File: src/rtl/sine_pkg.sv
// ----------------------------------------------------------------------------
// sine_pkg
// Shared constants and types for the quarter-wave sine ROM and the
// successive-approximation arcsine engine.
//   X_W / Y_W        phase and sample widths (fixed at 10 / 8)
//   ROM_AW / ROM_DW  quarter-wave table address / data widths
//   MID              offset-binary midpoint of a sample
//   state_t          arcsine engine FSM states
//   QUAD_*           quadrant codes forming the top two phase bits
//   map_phase()      folds a quarter-wave index into a full-circle phase
// ----------------------------------------------------------------------------
package sine_pkg;

    localparam int X_W       = 10;
    localparam int Y_W       = 8;
    localparam int ROM_AW    = 8;
    localparam int ROM_DW    = 7;
    localparam int ROM_DEPTH = 256;

    localparam logic [Y_W-1:0] MID = 8'd128;

    typedef enum logic [1:0] {
        S_IDLE  = 2'd0,
        S_ISSUE = 2'd1,
        S_CMP   = 2'd2,
        S_DONE  = 2'd3
    } state_t;

    localparam logic [1:0] QUAD_0 = 2'b00;
    localparam logic [1:0] QUAD_1 = 2'b01;
    localparam logic [1:0] QUAD_2 = 2'b10;
    localparam logic [1:0] QUAD_3 = 2'b11;

    // Positive half uses quadrants 0/1, negative half 2/3. Quadrants 1 and 3
    // run the table backwards, so the index is mirrored (255-L == ~L).
    function automatic logic [X_W-1:0] map_phase(input logic neg,
                                                 input logic branch,
                                                 input logic [ROM_AW-1:0] l);
        logic [X_W-1:0] r;
        case ({neg, branch})
            2'b00:   r = {QUAD_0, l};
            2'b01:   r = {QUAD_1, ~l};
            2'b11:   r = {QUAD_2, l};
            default: r = {QUAD_3, ~l};
        endcase
        return r;
    endfunction

endpackage

File: src/rtl/sine_qrom.sv
// ----------------------------------------------------------------------------
// sine_qrom
// Synchronous quarter-wave sine table: dout = round(127*sin(pi/2*addr/256)),
// registered one cycle after addr. The contents are generated at elaboration
// by a fixed-point Taylor series (Q30), accurate far below the rounding step.
// Ports:
//   clk   in   rising-edge clock
//   addr  in   [7:0] table index
//   dout  out  [6:0] table value for the addr of the previous cycle
// ----------------------------------------------------------------------------
module sine_qrom
    import sine_pkg::*;
(
    input  logic              clk,
    input  logic [ROM_AW-1:0] addr,
    output logic [ROM_DW-1:0] dout
);

    localparam longint HALF_PI_Q30 = 64'sd1686629713;

    function automatic logic [ROM_DW*ROM_DEPTH-1:0] build_table();
        logic [ROM_DW*ROM_DEPTH-1:0] tbl;
        longint ang;
        longint ang2;
        longint term;
        longint acc;
        longint v;
        tbl = '0;
        for (int a = 0; a < ROM_DEPTH; a++) begin
            ang  = (HALF_PI_Q30 * a) / 256;
            ang2 = (ang * ang) >>> 30;
            term = ang;
            acc  = ang;
            // sin(x) = x - x^3/3! + x^5/5! - ... ; eight extra terms suffice below pi/2
            for (int k = 1; k <= 8; k++) begin
                term = -((term * ang2) >>> 30) / ((2 * k) * (2 * k + 1));
                acc  = acc + term;
            end
            v = (acc * 127 + (64'sd1 <<< 29)) >>> 30;
            tbl[a*ROM_DW +: ROM_DW] = v[ROM_DW-1:0];
        end
        return tbl;
    endfunction

    localparam logic [ROM_DW*ROM_DEPTH-1:0] ROM_TBL = build_table();

    always_ff @(posedge clk) begin
        dout <= ROM_TBL[int'(addr)*ROM_DW +: ROM_DW];
    end

endmodule

File: src/rtl/sine_arcsin_sar.sv
// ----------------------------------------------------------------------------
// sine_arcsin_sar
// Inverse sine: recovers a 10-bit phase x from an 8-bit offset-binary sample
// y by an 8-step successive-approximation search over the quarter-wave ROM.
// Each bit takes two cycles (ISSUE drives the ROM address, CMP consumes the
// registered data), so a result appears 17 cycles after the accepted start.
// Ports:
//   clk, rst_n   clock, asynchronous active-low reset
//   start        request, sampled only while idle
//   y            sample, captured with an accepted start
//   branch       0: quadrant 0/3 solution, 1: quadrant 1/2 solution
//   busy         high from the cycle after start through the done cycle
//   done         one-cycle pulse, x valid
//   x            recovered phase, held until the next done
//   sat          present only when ARCSINE_SAT_FLAG_EN is defined:
//                captured y was 0 (magnitude clamped), valid with done
// Build option: `define ARCSINE_SAT_FLAG_EN to add the sat port.
// ----------------------------------------------------------------------------
module sine_arcsin_sar
    import sine_pkg::*;
(
    input  logic           clk,
    input  logic           rst_n,
    input  logic           start,
    input  logic [Y_W-1:0] y,
    input  logic           branch,
    output logic           busy,
    output logic           done,
    output logic [X_W-1:0] x
`ifdef ARCSINE_SAT_FLAG_EN
    ,
    output logic           sat
`endif
);

    state_t              r_state;
    logic [2:0]          r_bit;
    logic [ROM_AW-1:0]   r_l;
    logic [ROM_DW-1:0]   r_mag;
    logic                r_neg;
    logic                r_branch;
    logic                r_busy;
    logic                r_done;
    logic [X_W-1:0]      r_x;
`ifdef ARCSINE_SAT_FLAG_EN
    logic                r_yzero;
    logic                r_sat;
`endif

    logic                w_neg;
    logic [Y_W-1:0]      w_mag_raw;
    logic [ROM_DW-1:0]   w_mag;
    logic [ROM_AW-1:0]   w_t;
    logic [ROM_AW-1:0]   w_addr;
    logic [ROM_DW-1:0]   w_rom;
    logic [ROM_AW-1:0]   w_l_next;

    // Magnitude of the offset-binary sample; only y==0 reaches 128 and is
    // clamped to the table maximum.
    assign w_neg     = (y < MID);
    assign w_mag_raw = w_neg ? (MID - y) : (y - MID);
    assign w_mag     = (w_mag_raw == MID) ? {ROM_DW{1'b1}} : w_mag_raw[ROM_DW-1:0];

    // Trial index for the current bit; the ROM is probed at t-1 so the search
    // converges on the smallest index whose value reaches mag.
    assign w_t      = r_l | (ROM_AW'(1) << r_bit);
    assign w_addr   = w_t - ROM_AW'(1);
    assign w_l_next = (w_rom < r_mag) ? w_t : r_l;

    sine_qrom u_qrom (
        .clk  (clk),
        .addr (w_addr),
        .dout (w_rom)
    );

    always_ff @(posedge clk or negedge rst_n) begin
        if (!rst_n) begin
            r_state  <= S_IDLE;
            r_bit    <= '0;
            r_l      <= '0;
            r_mag    <= '0;
            r_neg    <= 1'b0;
            r_branch <= 1'b0;
            r_busy   <= 1'b0;
            r_done   <= 1'b0;
            r_x      <= '0;
`ifdef ARCSINE_SAT_FLAG_EN
            r_yzero  <= 1'b0;
            r_sat    <= 1'b0;
`endif
        end else begin
            case (r_state)
                S_IDLE: begin
                    if (start) begin
                        r_neg    <= w_neg;
                        r_mag    <= w_mag;
                        r_branch <= branch;
                        r_l      <= '0;
                        r_bit    <= 3'd7;
                        r_busy   <= 1'b1;
`ifdef ARCSINE_SAT_FLAG_EN
                        r_yzero  <= (y == '0);
`endif
                        r_state  <= S_ISSUE;
                    end
                end
                S_ISSUE: begin
                    r_state <= S_CMP;
                end
                S_CMP: begin
                    r_l <= w_l_next;
                    if (r_bit == 3'd0) begin
                        r_done  <= 1'b1;
                        r_x     <= map_phase(r_neg, r_branch, w_l_next);
`ifdef ARCSINE_SAT_FLAG_EN
                        r_sat   <= r_yzero;
`endif
                        r_state <= S_DONE;
                    end else begin
                        r_bit   <= r_bit - 3'd1;
                        r_state <= S_ISSUE;
                    end
                end
                S_DONE: begin
                    r_done  <= 1'b0;
                    r_busy  <= 1'b0;
                    r_state <= S_IDLE;
                end
                default: begin
                    r_state <= S_IDLE;
                end
            endcase
        end
    end

    assign busy = r_busy;
    assign done = r_done;
    assign x    = r_x;
`ifdef ARCSINE_SAT_FLAG_EN
    assign sat  = r_sat;
`endif

endmodule

File: config.mk
export PLATFORM = sky130hd
export DESIGN_NAME = sine_arcsin_sar
export DESIGN_NICKNAME = d
export VERILOG_FILES = /design/src/rtl/sine_pkg.sv /design/src/rtl/sine_qrom.sv /design/src/rtl/sine_arcsin_sar.sv
export SDC_FILE = /design/constraint.sdc
export NUM_CORES = 1
export LEC_CHECK = 0
export CORE_MARGIN = 1
export CORE_UTILIZATION = 60
export CTS_CLUSTER_DIAMETER = 100
export DETAILED_ROUTE_END_ITERATION = 10
export GPL_TIMING_DRIVEN = 0
export PLACE_DENSITY = 0.81
export SYNTH_ARGS = -nofsm -noshare
export SYNTH_HDL_FRONTEND = slang
export SYNTH_HIERARCHICAL = 1
export SYNTH_SLANG_ARGS = --single-unit
File: constraint.sdc
create_clock -name clk -period 10.1 [get_ports clk]
set_input_delay 1.515 -clock clk [delete_from_list [all_inputs] [get_ports clk]]
set_output_delay 1.515 -clock clk [all_outputs]
set_load 0.01 [all_outputs]
==> run_results.csv <==
group,metric,value,unit
yosys,synth.top_cells.by_count,"sky130_fd_sc_hd__nand2_1 (44), sky130_fd_sc_hd__a21oi_1 (41), sky130_fd_sc_hd__dfrtp_1 (34), sky130_fd_sc_hd__nor2_1 (34), sky130_fd_sc_hd__o21ai_0 (28)",
clock_tree,numCtsBuffers,5,
yosys,yosysUniqueCellTypes,71,
route,route.detailed.drc,0,
clock_tree,cts-root-to-sink-buffers,2,
sta,hold_viol,0,
floorplanning,core-area,5890,sq um
worst_hold_path,hp-start,"x[9]",
global_route,gr_layer_usage_met1,47.4,%
sta,final_max_slew_viol_count,0,
yosys,synth-warning-count,6,
placement,placed_cell_area,3960,sq um
sta,max_clock_freq,0.220,GHz
power,sequentialPowerShare,20.4,%
clock_tree,clock_insertion_delay_worst_skew,0.30,ns
global_route,first_global_vias,3758,
yosys,synthArstFlopShare,82.9,%
floorplanning,fp.dieArea,6400,sq um
global_route,grt_pass1_wl,17900,microns
setup_path,worst-path-max-fanout,10,
floorplanning,die_width,80.0,microns
placement,pre_cts_slack,5.74,ns
finish,filler_cell_count,489,
finish,stdcell_area,4070,sq um
power,vdd.ir_drop.worst,0.158,mV
power,switching_share,50.7,%
finish,area_growth_syn_to_layout,11.5,%
setup_path,crit_path_start_kind,"flip-flop",
sta,timing.setup.tns,0,ns
clock_tree,cts.repair_timing.setup_buffer_count,0,
finish,nNetsFinal,522,
clock_tree,cts.sink_count,41,
global_route,grt_start_max_net_pins,35,
setup_path,regToRegSetupSlack,5.56,ns
yosys,synth_largest_type_area_fraction,23.3,%
worst_hold_path,whs_endpoint,"x[9]",
sta,fin_clk_skew,0.0158,ns
sta,final_min_period_over_clock_period,45.0,%
floorplanning,io_pins,24,
power,cellPowerDensity,297,nW/um^2
route,detailroute.via_count,3824,
power,pwr-share-comb,68.4,%
global_route,gr-max-usage-layer,"met2",
power,p_leak,1.79,nW
clock_tree,post_cts_resized,0,
yosys,netlist_top_cells_area,"sky130_fd_sc_hd__dfrtp_1 (23%), sky130_fd_sc_hd__ha_1 (8.6%), sky130_fd_sc_hd__a21oi_1 (5.6%)",
route,drtAntennaViolNets,0,
finish,drive_above_1_share,10.9,%
clock_tree,root_buffer,"sky130_fd_sc_hd__clkbuf_8",
yosys,synth_area,3650,sq um
clock_tree,tritoncts,"done",
power,p_switching,612,uW
power,internal-power,596,uW
yosys,postSynthAreaPerCell,8.01,sq um
yosys,gate_count_post_synth,456,
clock_tree,cts.reportedPaths.clkPinSlew,0.09,ns
placement,place.detailed.hpwl,7930,microns
setup_path,crit_type,"flip-flop to flip-flop",
power,power.share.clock,11.2,%
route,dr_wl_cell,19.5,microns
global_route,grt_overflow,0,
yosys,synth_seq_cells,41,
sta,rsz0062_at_grt,"false",
placement,numPortBuffers,22,
setup_path,cp-end-kind,"flip-flop",
setup_path,critical_path.reg2reg.startpoint,"r_bit[0]",
placement,gp_routability_congestion,1.02,
sta,max-slew-margin-rel,47.9,%
finish,regArea,991,sq um
route,dr.pass1.iters,5,
worst_hold_path,whs_path_depth,2,
finish,final_util,69.2,%
global_route,antenna_found_initial,0,
finish,multiInputGateArea,2380,sq um
flow_run,cap_violations,0,
sta,max_slew.worst_pin.slew,0.782,ns
route,route.detailed.vias_per_inst,6.82,
clock_tree,clock_tree.htree_level_count,2,
yosys,portion_of_the_post_synthesis_area_used_by_sequential_elements,27.1,%
power,totalPowerFinal,1.21,mW
sta,post-route-worst-setup-slack,5.56,ns
floorplanning,row_count,28,
clock_tree,hold_bufs_at_cts,0,
global_route,groute.usage.overall,36.1,%
yosys,postSynthNetCount,493,
floorplanning,chipHeight,80.0,microns
sta,final-setup-viol-count,0,
global_route,grt_met3_usage,7.89,%
yosys,dominant_cell_by_count_in_the_synthesized_netlist,"sky130_fd_sc_hd__nand2_1",
run_status,run_status,"complete, no violations",
finish,num_antenna_cells,0,
route,dr.first_iter.drc_count,389,
floorplanning,initial_core_util,62.1,%
route,drt_wl_total,10900,microns
setup_path,r2r.worst_path.cells,15,
setup_path,crit_required,10.26,ns
setup_path,r2r-end,"u_qrom/dout[0]",
global_route,global_route.usage.met2,53.7,%
yosys,number_of_enable_type_register_cells_in_the_synthesized_netlist,0,
setup_path,arrival,4.71,ns
yosys,yosys.area.top_type,"sky130_fd_sc_hd__dfrtp_1",
sta,finalWorstPathRequiredPeriod,4.54,ns
worst_hold_path,holdCritPathClass,"flip-flop to flip-flop",
yosys,most_used_flip_flop_cell_after_synthesis,"sky130_fd_sc_hd__dfrtp_1",
==> metrics by stage <==
stage,hold slack [ns],instances
finish,0.481,561
floorplan,0.487,456
detailed placement,0.469,553
CTS,0.489,561
global placement,0.453,553
global route,0.510,561
==> cell type report <==
type,instances,area share [%]
tap,75,2.30
inverter,22,2.03
clock buffer,6,1.78
clock inverter,2,0.952
timing repair buffer,22,5.28
sequential,41,24.3
multi-input combinational,357,58.6
buffer,36,4.76
==> kinds of logic after synthesis <==
| family | share of synthesized area (%) |
|---|---|
| AOI/OAI and AO/OA | 32.1 |
| adders and majority gates | 8.84 |
| and+or+nand+nor | 20.5 |
| muxes | 1.20 |
| xor gates and xnor gates | 2.64 |
| DFF | 27.1 |
| buffers and inverters | 7.57 |
==> power groups by stage <==
| stage | clock [mW] | sequential, mW | combinational [mW] |
|---|---|---|---|
| floorplan | 0 | 0.243 | 0.584 |
| global placement | 0 | 0.246 | 0.787 |
| detailed placement | 0 | 0.251 | 0.790 |
| CTS | 0.136 | 0.247 | 0.795 |
| global route | 0.142 | 0.253 | 0.887 |
| finish | 0.136 | 0.246 | 0.826 |
==> placed cells by master, fill, tap and decap left out, drive strengths merged, types with 3 or more instances in the layout <==
cell type      synthesis  routed
a2111oi                3       3
clkbuf                 6      12
nand3                  7       7
buf                   30      31
a21o                   9       9
inv                   22      22
a32o                   4       4
xnor2                  7       7
xor2                   4       4
a211oi                 7       7
dfxtp                  7       7
nor2b                 14      14
and2                   4       4
o211ai                 4       4
o221ai                 4       4
nand2                 44      44
ha                    25      25
a21oi                 44      44
a221oi                11      11
or3                    3       3
nor3                   6       6
o21ai                 33      33
nand4                  5       5
nor2                  35      35
and3                   3       3
dfrtp                 34      34
a22o                   5       5
a31oi                 12      12
a22oi                  7       7
clkdlybuf4s50          0      21
nand2b                20      20
==> per-layer routing <==
metal  vias up  wire length [microns]
li1       1726                      -
met1      1775                   4350
met2       276                   4810
met3        47                   1330
met4         0                    428
met5         -                      0
==> state kept, by name, indices dropped and copies added, names as in the netlist <==
register,count
r_branch,1
r_l,8
r_neg,1
u_qrom/dout,7
r_mag,7
x,10
done,1
r_bit,3
r_state,2
busy,1
==> worst max-delay path, cell delays in order (launching register included) <==
cell	delay, ns
sky130_fd_sc_hd__dfrtp_1	0.44
sky130_fd_sc_hd__inv_1	0.11
sky130_fd_sc_hd__ha_1	0.30
sky130_fd_sc_hd__nor2b_4	0.18
sky130_fd_sc_hd__nor2_1	0.50
sky130_fd_sc_hd__ha_1	0.34
sky130_fd_sc_hd__inv_1	0.22
sky130_fd_sc_hd__buf_2	0.29
sky130_fd_sc_hd__inv_1	0.19
sky130_fd_sc_hd__ha_1	0.32
sky130_fd_sc_hd__clkbuf_1	0.40
sky130_fd_sc_hd__mux2_2	0.28
sky130_fd_sc_hd__nand2_1	0.06
sky130_fd_sc_hd__a311o_1	0.30
sky130_fd_sc_hd__o211a_1	0.11
sky130_fd_sc_hd__o31ai_1	0.33
==> how the worst max path moves through the flow <==
stage                         from        endpoint  depth (start not counted)
final                     r_bit[0]  u_qrom/dout[0]                         15
after detailed placement  r_bit[0]  u_qrom/dout[0]                         15
after global placement    r_bit[0]  u_qrom/dout[0]                         15
after CTS                 r_bit[0]  u_qrom/dout[0]                         15
after floorplan           r_bit[0]  u_qrom/dout[1]                         14
after global routing      r_bit[0]  u_qrom/dout[0]                         15
(Power assumes the default switching activity.)
